$ cat src/rtl/pipe_stall_ctrl_pkg.sv
`default_nettype none
// ============================================================================
//  Module      : pipe_stall_ctrl_pkg
//  Description : Shared widths, defaults, types and the RAW-hazard helper
//                used by the pipeline stall/bubble controller.
//                Contents:
//                  T_W / GRF_W           - Tnew/Tuse width, register index width
//                  MULT/DIV_CYCLES_DEF   - default mult/div busy lengths
//                  md_op_e               - mult vs. div selector
//                  grf_wr_t              - one downstream stage's GRF writer info
//                  raw_hazard()          - one writer-vs-source stall term
//  Revision    : 1.0 - initial release
// ============================================================================
package pipe_stall_ctrl_pkg;

    localparam int T_W             = 4;
    localparam int GRF_W           = 5;
    localparam int MULT_CYCLES_DEF = 5;
    localparam int DIV_CYCLES_DEF  = 10;

    typedef enum logic {
        MD_OP_MULT = 1'b0,
        MD_OP_DIV  = 1'b1
    } md_op_e;

    typedef struct packed {
        logic             write;
        logic [GRF_W-1:0] a3;
        logic [T_W-1:0]   tnew;
    } grf_wr_t;

    // A source operand must wait when a downstream writer targets it and the
    // value will not exist by the time the D-stage instruction consumes it.
    // Register 0 is hard-wired to zero, so it never causes a stall.
    function automatic logic raw_hazard(
        input grf_wr_t          wr,
        input logic [GRF_W-1:0] src,
        input logic [T_W-1:0]   tuse
    );
        return wr.write && (wr.a3 == src) && (src != '0) && (tuse < wr.tnew);
    endfunction

endpackage : pipe_stall_ctrl_pkg
`default_nettype wire

$ cat src/rtl/pipe_stall_ctrl_md_busy_cnt.sv
`default_nettype none
// ============================================================================
//  Module      : md_busy_cnt
//  Description : Multiply/divide busy counter. Loads the operation length
//                when a start is accepted, counts down while busy, pulses
//                done_o for one cycle on the 1->0 step and records a sticky
//                error when a start arrives while the unit is still busy.
//  Ports       : clk       - rising-edge clock
//                rst_n_i   - asynchronous active-low reset
//                freeze_i  - global hold; counter holds, start ignored
//                start_i   - E-stage mult/div start request
//                is_div_i  - 1 = div/divu, 0 = mult/multu
//                busy_o    - counter non-zero
//                done_o    - one-cycle pulse when the result becomes valid
//                err_o     - sticky start-while-busy flag
//  Revision    : 1.0 - initial release
// ============================================================================
module md_busy_cnt
    import pipe_stall_ctrl_pkg::*;
#(
    parameter int MULT_CYCLES = MULT_CYCLES_DEF,
    parameter int DIV_CYCLES  = DIV_CYCLES_DEF,
    parameter int CNT_W       = 4
) (
    input  logic clk,
    input  logic rst_n_i,
    input  logic freeze_i,
    input  logic start_i,
    input  logic is_div_i,
    output logic busy_o,
    output logic done_o,
    output logic err_o
);

    localparam logic [CNT_W-1:0] MULT_LOAD = CNT_W'(MULT_CYCLES);
    localparam logic [CNT_W-1:0] DIV_LOAD  = CNT_W'(DIV_CYCLES);
    localparam logic [CNT_W-1:0] CNT_ONE   = CNT_W'(1);

    logic [CNT_W-1:0] cnt_q;
    logic [CNT_W-1:0] cnt_d;
    logic             done_q;
    logic             done_d;
    logic             err_q;
    logic             err_d;
    logic             busy;
    md_op_e           op;

    assign busy = (cnt_q != '0);
    assign op   = md_op_e'(is_div_i);

    always_comb begin
        cnt_d  = cnt_q;
        done_d = 1'b0;
        err_d  = err_q;
        if (!freeze_i) begin
            if (start_i && !busy) begin
                cnt_d = (op == MD_OP_DIV) ? DIV_LOAD : MULT_LOAD;
            end else if (busy) begin
                cnt_d = cnt_q - CNT_ONE;
            end
            // cnt_q==1 implies busy, so a start in this cycle is ignored and
            // the counter reaches zero on this edge.
            done_d = (cnt_q == CNT_ONE);
            err_d  = err_q | (start_i & busy);
        end
    end

    always_ff @(posedge clk or negedge rst_n_i) begin
        if (!rst_n_i) begin
            cnt_q  <= '0;
            done_q <= 1'b0;
            err_q  <= 1'b0;
        end else begin
            cnt_q  <= cnt_d;
            done_q <= done_d;
            err_q  <= err_d;
        end
    end

    assign busy_o = busy;
    assign done_o = done_q;
    assign err_o  = err_q;

endmodule : md_busy_cnt
`default_nettype wire

$ cat src/rtl/pipe_stall_ctrl.sv
`default_nettype none
// ============================================================================
//  Module      : pipe_stall_ctrl
//  Description : Stall/bubble controller for the 5-stage pipeline. Detects
//                D-stage RAW hazards against the E and M stage writers,
//                detects HI/LO use while the mult/div unit is busy, drives
//                the PC / F-D / E-M enables and the D-E bubble clear, and
//                keeps a saturating count of stalled cycles.
//  Ports       : clk, reset          - clock, async active-low reset
//                freeze              - whole pipeline held this cycle
//                D_rs/rt_addr, _Tuse - D-stage source indices and Tuse
//                D_is_md             - D-stage instruction touches HI/LO
//                E_/M_GRF_write/A3/Tnew - downstream writer info
//                E_md_start/_is_div  - E-stage mult/div start
//                F_PC_EN, F_D_REG_EN, D_E_REG_CLR, E_M_REG_EN - pipe control
//                stall, md_busy, md_done, md_err, stall_cnt   - status
//  Revision    : 1.0 - initial release
// ============================================================================
module pipe_stall_ctrl
    import pipe_stall_ctrl_pkg::*;
#(
    parameter int MULT_CYCLES = MULT_CYCLES_DEF,
    parameter int DIV_CYCLES  = DIV_CYCLES_DEF,
    parameter int CNT_W       = 4,
    parameter int PERF_W      = 32
) (
    input  logic              clk,
    input  logic              reset,
    input  logic              freeze,
    input  logic [GRF_W-1:0]  D_rs_addr,
    input  logic [GRF_W-1:0]  D_rt_addr,
    input  logic [T_W-1:0]    D_rs_Tuse,
    input  logic [T_W-1:0]    D_rt_Tuse,
    input  logic              D_is_md,
    input  logic              E_GRF_write,
    input  logic [GRF_W-1:0]  E_GRF_A3,
    input  logic [T_W-1:0]    E_Tnew,
    input  logic              M_GRF_write,
    input  logic [GRF_W-1:0]  M_GRF_A3,
    input  logic [T_W-1:0]    M_Tnew,
    input  logic              E_md_start,
    input  logic              E_md_is_div,
    output logic              F_PC_EN,
    output logic              F_D_REG_EN,
    output logic              D_E_REG_CLR,
    output logic              E_M_REG_EN,
    output logic              stall,
    output logic              md_busy,
    output logic              md_done,
    output logic              md_err,
    output logic [PERF_W-1:0] stall_cnt
);

    grf_wr_t           e_wr;
    grf_wr_t           m_wr;
    logic              haz_e_rs;
    logic              haz_e_rt;
    logic              haz_m_rs;
    logic              haz_m_rt;
    logic              haz_md;
    logic              stall_w;
    logic              md_busy_w;
    logic [PERF_W-1:0] stall_cnt_q;
    logic [PERF_W-1:0] stall_cnt_d;

    // ------------------------------------------------------------------
    // Mult/div busy tracking. The start is accepted even when D is being
    // stalled: the E-stage instruction still advances.
    // ------------------------------------------------------------------
    md_busy_cnt #(
        .MULT_CYCLES (MULT_CYCLES),
        .DIV_CYCLES  (DIV_CYCLES),
        .CNT_W       (CNT_W)
    ) u_md_busy_cnt (
        .clk      (clk),
        .rst_n_i  (reset),
        .freeze_i (freeze),
        .start_i  (E_md_start),
        .is_div_i (E_md_is_div),
        .busy_o   (md_busy_w),
        .done_o   (md_done),
        .err_o    (md_err)
    );

    // ------------------------------------------------------------------
    // Hazard detection
    // ------------------------------------------------------------------
    always_comb begin
        e_wr       = '0;
        e_wr.write = E_GRF_write;
        e_wr.a3    = E_GRF_A3;
        e_wr.tnew  = E_Tnew;
        m_wr       = '0;
        m_wr.write = M_GRF_write;
        m_wr.a3    = M_GRF_A3;
        m_wr.tnew  = M_Tnew;
    end

    assign haz_e_rs = raw_hazard(e_wr, D_rs_addr, D_rs_Tuse);
    assign haz_e_rt = raw_hazard(e_wr, D_rt_addr, D_rt_Tuse);
    assign haz_m_rs = raw_hazard(m_wr, D_rs_addr, D_rs_Tuse);
    assign haz_m_rt = raw_hazard(m_wr, D_rt_addr, D_rt_Tuse);

    // A start in E this cycle will make the unit busy next cycle, so a HI/LO
    // access in D must already wait.
    assign haz_md  = D_is_md & (md_busy_w | E_md_start);
    assign stall_w = haz_e_rs | haz_e_rt | haz_m_rs | haz_m_rt | haz_md;

    // ------------------------------------------------------------------
    // Pipeline enables; freeze overrides everything, including the bubble.
    // ------------------------------------------------------------------
    always_comb begin
        F_PC_EN     = 1'b0;
        F_D_REG_EN  = 1'b0;
        D_E_REG_CLR = 1'b0;
        E_M_REG_EN  = 1'b0;
        if (!freeze) begin
            F_PC_EN     = ~stall_w;
            F_D_REG_EN  = ~stall_w;
            D_E_REG_CLR = stall_w;
            E_M_REG_EN  = 1'b1;
        end
    end

    // ------------------------------------------------------------------
    // Saturating stall-cycle counter
    // ------------------------------------------------------------------
    always_comb begin
        stall_cnt_d = stall_cnt_q;
        if (!freeze && stall_w && (stall_cnt_q != '1)) begin
            stall_cnt_d = stall_cnt_q + PERF_W'(1);
        end
    end

    always_ff @(posedge clk or negedge reset) begin
        if (!reset) begin
            stall_cnt_q <= '0;
        end else begin
            stall_cnt_q <= stall_cnt_d;
        end
    end

    assign stall     = stall_w;
    assign md_busy   = md_busy_w;
    assign stall_cnt = stall_cnt_q;

endmodule : pipe_stall_ctrl
`default_nettype wire

$ cat config.mk
export PLATFORM = sky130hd
export DESIGN_NAME = pipe_stall_ctrl
export DESIGN_NICKNAME = d
export VERILOG_FILES = /design/src/rtl/pipe_stall_ctrl_pkg.sv /design/src/rtl/pipe_stall_ctrl_md_busy_cnt.sv /design/src/rtl/pipe_stall_ctrl.sv
export SDC_FILE = /design/constraint.sdc
export NUM_CORES = 1
export LEC_CHECK = 0
export ABC_AREA = 1
export CELL_PAD_IN_SITES_DETAIL_PLACEMENT = 1
export CELL_PAD_IN_SITES_GLOBAL_PLACEMENT = 2
export CORE_MARGIN = 2
export CORE_UTILIZATION = 27
export CTS_BUF_LIST = sky130_fd_sc_hd__clkbuf_2
export CTS_CLUSTER_DIAMETER = 30
export DETAILED_ROUTE_END_ITERATION = 8
export GPL_ROUTABILITY_DRIVEN = 0
export MAX_ROUTING_LAYER = met4
export PLACE_DENSITY = 0.88
export SYNTH_ARGS = -nofsm -noshare
export SYNTH_HDL_FRONTEND = slang
export SYNTH_SLANG_ARGS = --single-unit
$ cat constraint.sdc
create_clock -name clk -period 3.4 [get_ports clk]
set_clock_uncertainty 0.2 [all_clocks]
set_input_delay 0.85 -clock clk [delete_from_list [all_inputs] [get_ports clk]]
set_output_delay 0.85 -clock clk [all_outputs]
set_load 0.01 [all_outputs]
## Word level (Yosys, flattened, before mapping)

Cells that the tools add are included.

- Order comparisons: 4
- Equality and inequality tests: 6
- Add/sub/neg operators: 2
- Mux-type cells: 7
- Bitwise logic cells: 10
- Reductions and logical operators: 22

Operator list:

| operator | count |
|---|---|
| adder 32 x 1 -> 32 bit (second input constant) | 1 |
| inequality test 32 bit (second input constant) | 1 |
| equality test 5 bit | 4 |
| less-than comparator 4 bit | 4 |
| logical AND 1 bit | 15 |
| 2-to-1 mux 4 bit | 3 |
| nonzero test 5 bit | 2 |
| OR 1 bit | 6 |
| equality test 4 x 1 -> 1 bit (second input constant) | 1 |
| 2-to-1 mux 1 bit | 4 |
| nonzero test 4 bit | 1 |
| subtractor 4 x 1 -> 4 bit (second input constant) | 1 |
| AND 1 bit | 2 |
| zero test 1 bit | 2 |
| NOT 1 bit | 2 |
| AND reduction 2 bit | 1 |
| nonzero test 2 bit | 1 |

- Word-level logic and storage cells: 55
- Flip-flop bits (word level): 38

## Logic depth before layout (Yosys ltp)

- Depth after elaboration: 10
- Depth in mapped cells: 15
- Depth with buffers taken out: 14

## By module

Synthesis repeated with hierarchy kept, for this count alone.

- Cell total of the unflattened synthesis: 519
- Area, all modules: 3,294.4 µm²

Modules (own cells, without submodules):

| module | times used | cells each | area each (µm²) |
|---|---|---|---|
| pipe_stall_ctrl | 1 | 473 | 2,934.1 |
| md_busy_cnt | 1 | 46 | 360.3 |

## Worst setup path before layout

No wires, ideal clock.

- Path type: in2out
- From: input M_Tnew[1]
- To: output F_PC_EN
- Stages: 14
- Slack: 105 ps
- Arrival: 2,245 ps
- Cells stage by stage: inv_1 > ha_1 > nand2_1 > nand2_1 > nand2_1 > nand2_1 > nand2_1 > nand2_1 > nand2_1 > nand2_1 > nand3_2 > buf_2 > nor2_1 > buf_4

- Word-level cells in the longest chain between the ends: 7

RTL lines:

| item | RTL line | RTL |
|---|---|---|
| start: declaration | pipe_stall_ctrl.sv:40 | `input logic [T_W-1:0] M_Tnew,` |
| less-than comparator 4 bit | pipe_stall_ctrl_pkg.sv:40 | `return wr.write && (wr.a3 == src) && (src != '0) && (tuse < wr.tnew);` |
| logical AND 1 bit | pipe_stall_ctrl_pkg.sv:40 |  |
| OR 1 bit | pipe_stall_ctrl.sv:107 | `assign stall_w = haz_e_rs \| haz_e_rt \| haz_m_rs \| haz_m_rt \| haz_md;` |
| OR 1 bit (*) (2 in series) | pipe_stall_ctrl.sv:107 |  |
| named net stall | pipe_stall_ctrl.sv:47 | `output logic stall,` |
| NOT 1 bit (*) | -- |  |
| 2-to-1 mux 1 bit (*) | -- |  |
| end: declaration | pipe_stall_ctrl.sv:43 | `output logic F_PC_EN,` |

Mark *: on every way through the listed nets, which the timed path passes. The rest lies on a longest branch.

## Worst setup path after layout

- From: input D_rs_Tuse[1]
- To: output F_PC_EN

- Word-level cells in the longest chain between the ends: 8

RTL lines:

| item | RTL line | RTL |
|---|---|---|
| start: declaration | pipe_stall_ctrl.sv:32 | `input logic [T_W-1:0] D_rs_Tuse,` |
| less-than comparator 4 bit | pipe_stall_ctrl_pkg.sv:40 |  |
| logical AND 1 bit | pipe_stall_ctrl_pkg.sv:40 |  |
| OR 1 bit | pipe_stall_ctrl.sv:107 |  |
| OR 1 bit (*) (3 in series) | pipe_stall_ctrl.sv:107 |  |
| NOT 1 bit (*) | pipe_stall_ctrl.sv:118 | `F_PC_EN = ~stall_w;` |
| 2-to-1 mux 1 bit (*) | pipe_stall_ctrl.sv:117 | `if (!freeze) begin` |

Mark *: on every way between the ends. The rest lies on a longest branch, timed or not.

==> impl_metrics.ini <==
[yosys]
top_post_synthesis_cells_by_area = sky130_fd_sc_hd__dfrtp_1, sky130_fd_sc_hd__nand2_1, sky130_fd_sc_hd__nand4_1
post_synth_design_cell_area_sq_um = 3300
netlist_instances = 521
synthesis.nets = 581
synth_area_leader_cell = sky130_fd_sc_hd__dfrtp_1
netlist-cell-type-count = 27
synth-seq-area-share = 0.288
yosysWarningCount = 0
synth_area_per_cell_sq_um = 6.33
synth_largest_type_area_fraction = 0.288
synth-seq-cells = 38

[final_layout]
syn2layout_area_growth_pct = 33.3
post_layout_nonfiller_instances = 759
area.sequential_sq_um = 951
layout.nets = 672
post_route_cells_drive_above_1_share = 0.109
antenna-diode-count = 0
fin_area_sq_um = 4400
filler_cell_count = 1575
mostFrequentLayoutCells = sky130_fd_sc_hd__nand2_1, sky130_fd_sc_hd__inv_1, sky130_fd_sc_hd__clkdlybuf4s50_1
mostFrequentLayoutCell = sky130_fd_sc_hd__nand2_1
multi_input_area_sq_um = 2060

[timing]
timing_worst_slew_pin_value_ns = 0.897
fin_tns_setup_ns = 0
period_needed_ns = 3.27
report.final.slew_viol_count = 0
final-hold-violation-count = 0
maxSlewHeadroom = 0.402
max_clock_freq_ghz = 0.306
setup-violations-final = 0
final_min_period_over_clock_period = 0.962

[pwr]
p_leak_uw = 0.00225
overall_power_uw = 1230
worst_ir_drop_vdd_mv = 0.105
power_per_cell_area_nw_per_um2 = 280

[floorplanning]
die-height_um = 115
core.rowCount = 40
die-area_sq_um = 13100
initial_standard_cell_utilization_of_the_core = 0.276
core-area_sq_um = 12000
die_width_um = 115
ios = 84

[detailed_routing]
post_drt_via_cell_ratio = 4.74
drt_first_pass_iters = 4
postRouteAntennaNets = 0
route.detailed.drc = 0
vias = 3595
first_iter_violations = 164
postRouteWirelength_um = 11100
detail_route.wl_per_cell_um = 14.6

[worst_setup_path]
worst_ep_required_time_ns = 2.35
critPathArrivalTime_ns = 2.22
crit_path_start_kind = input pin
timing.critical_path.to_type = primary output
r2r_slack_ns = 0.91
timing_worst_setup_path_type = input pin to primary output
critical_path_peak_fanout = 4

[clock_network]
worst_setup_hold_path_clk_slew_ns = 0.19
cts.sink_count = 38
tritoncts = done
hold_buffers = 0
clock_tree.htree_level_count = 2
clk_latency_ns = 0.41
cts-root-buf = sky130_fd_sc_hd__clkbuf_2
clock_path_buffers = 2
tritoncts.num_buffers = 5
post-cts-setup-buffers = 0

[placement]
placement.cell_area_sq_um = 4370
dp_hpwl_um = 9070
place.detailed.instances = 753
port-buffer-count = 83

[global_routing]
grt_first_pass_wirelength_um = 18400
grt.overflow.total = 0
grt_util_all_layers = 0.180
number_of_antenna_violations_at_the_first_check_in_global_routing = 0
grt_start_max_net_pins = 39
vias_in_the_first_global_route = 3678

[job]
timing.max_cap.violations = 0

[worst_hold_path]
min-delay-path-class = flip-flop to flip-flop

[status]
outcome = completed
==> cells by family (layout without fill, tap and decap cells) <==
family / Yosys count / after routing / share of synthesized area
XOR/XNOR: 27 / 27 / 0.0717
flip-flops: 38 / 38 / 0.288
AO/OA/AOI/OAI: 12 / 12 / 0.0201
buffers and inverters: 84 / 175 / 0.103
adder cells (fa/ha/maj): 16 / 16 / 0.0607
AND/OR/NAND/NOR: 344 / 344 / 0.457
==> synthesized netlist by cell type <==
cell type and instances:
sky130_fd_sc_hd__nand3_2 2, sky130_fd_sc_hd__nand4_1 41, sky130_fd_sc_hd__nor3_2 1, sky130_fd_sc_hd__xnor2_1 5, sky130_fd_sc_hd__nor4_2 1, sky130_fd_sc_hd__nand2_1 205
sky130_fd_sc_hd__nand2_2 1, sky130_fd_sc_hd__nand3b_1 3, sky130_fd_sc_hd__or2_1 2, sky130_fd_sc_hd__buf_2 7, sky130_fd_sc_hd__dfrtp_1 38, sky130_fd_sc_hd__nor3_1 22
sky130_fd_sc_hd__xor2_1 22, sky130_fd_sc_hd__clkbuf_1 2, sky130_fd_sc_hd__inv_1 68, sky130_fd_sc_hd__nand4_2 1, sky130_fd_sc_hd__a31o_2 1, sky130_fd_sc_hd__a21oi_1 4
sky130_fd_sc_hd__nor3b_1 2, sky130_fd_sc_hd__ha_1 16, sky130_fd_sc_hd__buf_4 4, sky130_fd_sc_hd__nor2_1 47, sky130_fd_sc_hd__nor2_2 2, sky130_fd_sc_hd__o21ai_0 6
sky130_fd_sc_hd__buf_1 3, sky130_fd_sc_hd__nand3_1 14, sky130_fd_sc_hd__o211ai_1 1
==> layout make-up <==
| type | instances | share of cell area |
|---|---|---|
| flip-flops and latches | 38 | 0.216 |
| clock buffers | 7 | 0.00797 |
| well taps | 147 | 0.0418 |
| inverters | 68 | 0.0580 |
| multi-input cells | 399 | 0.469 |
| repair buffers | 100 | 0.207 |
==> worst max-delay path, cell delays in order <==
cell                            delay (ns)
sky130_fd_sc_hd__dlygate4sd2_1        0.26
sky130_fd_sc_hd__ha_1                 0.28
sky130_fd_sc_hd__nand2_1              0.05
sky130_fd_sc_hd__nand2_1              0.08
sky130_fd_sc_hd__nand2_1              0.05
sky130_fd_sc_hd__nand2_1              0.06
sky130_fd_sc_hd__nand2_1              0.04
sky130_fd_sc_hd__nand2_1              0.05
sky130_fd_sc_hd__nand2_1              0.06
sky130_fd_sc_hd__nand2_2              0.07
sky130_fd_sc_hd__nand3_4              0.11
sky130_fd_sc_hd__nor2_4               0.13
sky130_fd_sc_hd__buf_6                0.12
==> flip-flops by register name, summed over array words and instances, names as in the netlist <==
signal                cells
stall_cnt                32
u_md_busy_cnt.cnt_q       4
u_md_busy_cnt.done_o      1
u_md_busy_cnt.err_o       1
==> path summary, 6_finish.rpt <==
kind                       cells past startpoint             endpoint           startpoint
max                                           13              F_PC_EN         D_rs_Tuse[1]
min                                            1  u_md_busy_cnt.err_o  u_md_busy_cnt.err_o
max reg2reg                                    9        stall_cnt[25]         stall_cnt[5]
min reg2reg                                    1  u_md_busy_cnt.err_o  u_md_busy_cnt.err_o
max in group asynchronous                      1        stall_cnt[30]                reset
min in group asynchronous                      1        stall_cnt[28]                reset
==> layer usage <==
| layer | global-route usage | vias to the layer above | share of wire |
|---|---|---|---|
| met1 | 0.231 | 1708 | 0.48 |
| met5 | - | - | 0 |
| met3 | 0.0233 | 12 | 0.024 |
| met4 | 0.0415 | 0 | 0.016 |
| met2 | 0.302 | 43 | 0.48 |
| li1 | - | 1832 | - |
==> per-stage QoR <==
stage	hold WS, ns	setup slack (ns)	utilization
final	0.325	0.128	0.368
after global routing	0.338	-0.00493	0.368
after CTS	0.325	0.0402	0.364
after detailed placement	0.269	-0.737	0.366
after global placement	0.274	-0.764	0.366
after floorplan	0.293	0.105	-
==> power by group <==
part	switching [uW]	leakage [uW]	internal (uW)
combinational	273	0.00171	199
clock	156	0.0000291	53.5
sequential	51.0	0.000512	499
total	480	0.00225	752
==> repair_timing <==
| item | 4_1_cts | 5_1_grt |
|---|---|---|
| gates resized for setup | 72 | 18 |
| endpoints found under the setup margin | 4 | 4 |
| pin swaps | 22 | 18 |
No activity file was read; power rests on OpenSTA's default activity.
==> edit: new RTL, config.mk and constraints unchanged <==
Make the reset (`reset` and `rst_n_i`) synchronous in 2 clocked blocks. Comments in the files are not updated.
--- a/src/rtl/pipe_stall_ctrl_md_busy_cnt.sv
+++ b/src/rtl/pipe_stall_ctrl_md_busy_cnt.sv
@@ -65,7 +65,7 @@
         end
     end
 
-    always_ff @(posedge clk or negedge rst_n_i) begin
+    always_ff @(posedge clk) begin
         if (!rst_n_i) begin
             cnt_q  <= '0;
             done_q <= 1'b0;
--- a/src/rtl/pipe_stall_ctrl.sv
+++ b/src/rtl/pipe_stall_ctrl.sv
@@ -132,7 +132,7 @@
         end
     end
 
-    always_ff @(posedge clk or negedge reset) begin
+    always_ff @(posedge clk) begin
         if (!reset) begin
             stall_cnt_q <= '0;
         end else begin
Formal check against the unedited RTL: differs if reset is asserted again (counterexample within 4 cycles, from zero or initial values and one cycle with reset low); with reset held inactive, the same outputs for 10 cycles.
==> edit against the original RTL <==
- first-iteration DRC count down 28%
- wire length up 4.6%
- die area down 0.11%
- via count up 5.1%
- fmax down 1.7%
- cell count up 8.3%
- sequential cell count unchanged
- setup slack worse by 0.057 ns
- area after synthesis down 0.11%
- largest power group is now combinational logic
- final area up 1.3%
- total power up 16%
==> edit: results (changes against the original RTL) <==
* DP HPWL at 9.58 mm (+5.5%)
* R2R cell count at 13 (+4)
* Area after DPL at 0.00435 mm^2 (-0.43%)
* Most used DFF post-synth: dfxtp_1
* Worst Hold Endpoint: u_md_busy_cnt.cnt_q[1]
* Clock power frac at 0.206 (+0.036)
* Crit path largest cell delay at 0.21 ns (-0.07 ns)
* Worst IR Drop VDD at 0.000122 V (+16%)
* Outcome: finished, final reports clean
* RR Endpoint: stall_cnt[26]
* CP max-delay cell: dlygate4sd2_1
* Yosys cell types at 30 (+11%)
* Hold path start: u_md_busy_cnt.cnt_q[1]
* Worst R2R Start: stall_cnt[1]
* Leak pwr at 2.25 nW (-0.31%)
* Via count at 3779 (+5.1%)
* Post-Synth Adder-Cell Area at 0.0607 (+0.0000691)
* Internal at 879 uW (+17%)
* Share of layout cells above drive strength 1 at 0.101 (-0.00874)
* Pre-Repair DR Iteration Count at 6 (+2)
* Routed length per instance at 14.1 um (-3.4%)
* Hold_ws at 0.292 ns (-0.0327 ns)
* Compound-Gate Fraction of Synth Area at 0.0247 (+0.00458)
* Crit Path Max Fanout at 3 (-1)
* Worst skew pair latency at 0.43 ns (+0.02 ns)
* Clock-pin slew on the worst setup and hold paths at 0.24 ns (+0.05 ns)
* Max-slew headroom at 0.570 (+0.168)
* First DRT Iteration DRCs at 118 (-28%)
* Avg Cell Area, Syn at 5.66 um^2 (-11%)
* Seq/Total Area, Yosys at 0.231 (-0.0574)
* Gr usage total at 0.189 (+0.00875)
* Hold Path Stages at 2 (+1)
* Post-synthesis net count at 642 (+10%)
* Cts repair resizes at 73 (+1.4%)
* Placement Setup Slack at -0.779 ns (-0.0422 ns)
* Crit. Startpoint: M_Tnew[3]
-- edit: changes by cell type in the layout (fill, tap and decap cells not counted), moves of 4 or more --
| cell | change |
|---|---|
| inv_1 | +33 |
| nand2_1 | +9 |
| nand4_1 | -17 |
| dfrtp_1 | -38 |
| nand3_1 | -7 |
| xor2_1 | +4 |
| nor2_1 | +52 |
| nor3_1 | -8 |
| dfxtp_1 | +38 |
-- edit: metal layers --
| layer | up-vias | global-route usage | share of wire |
|---|---|---|---|
| met5 | - | - | 0 |
| met1 | 1769 | 0.247 | 0.48 |
| met4 | 0 | 0.0528 | 0.019 |
| met3 | 18 | 0.0228 | 0.025 |
| met2 | 50 | 0.308 | 0.47 |
| li1 | 1942 | - | - |
-- edit: area by class of cell --
class | instances | area, um^2
Fill cell | 1613 | 7510
Inverter | 104 | 390
Clock buffer | 5 | 25.0
Tap cell | 147 | 184
Multi-Input combinational cell | 426 | 2120
Clock inverter | 3 | 40.0
Timing Repair Buffer | 99 | 931
Sequential cell | 38 | 761
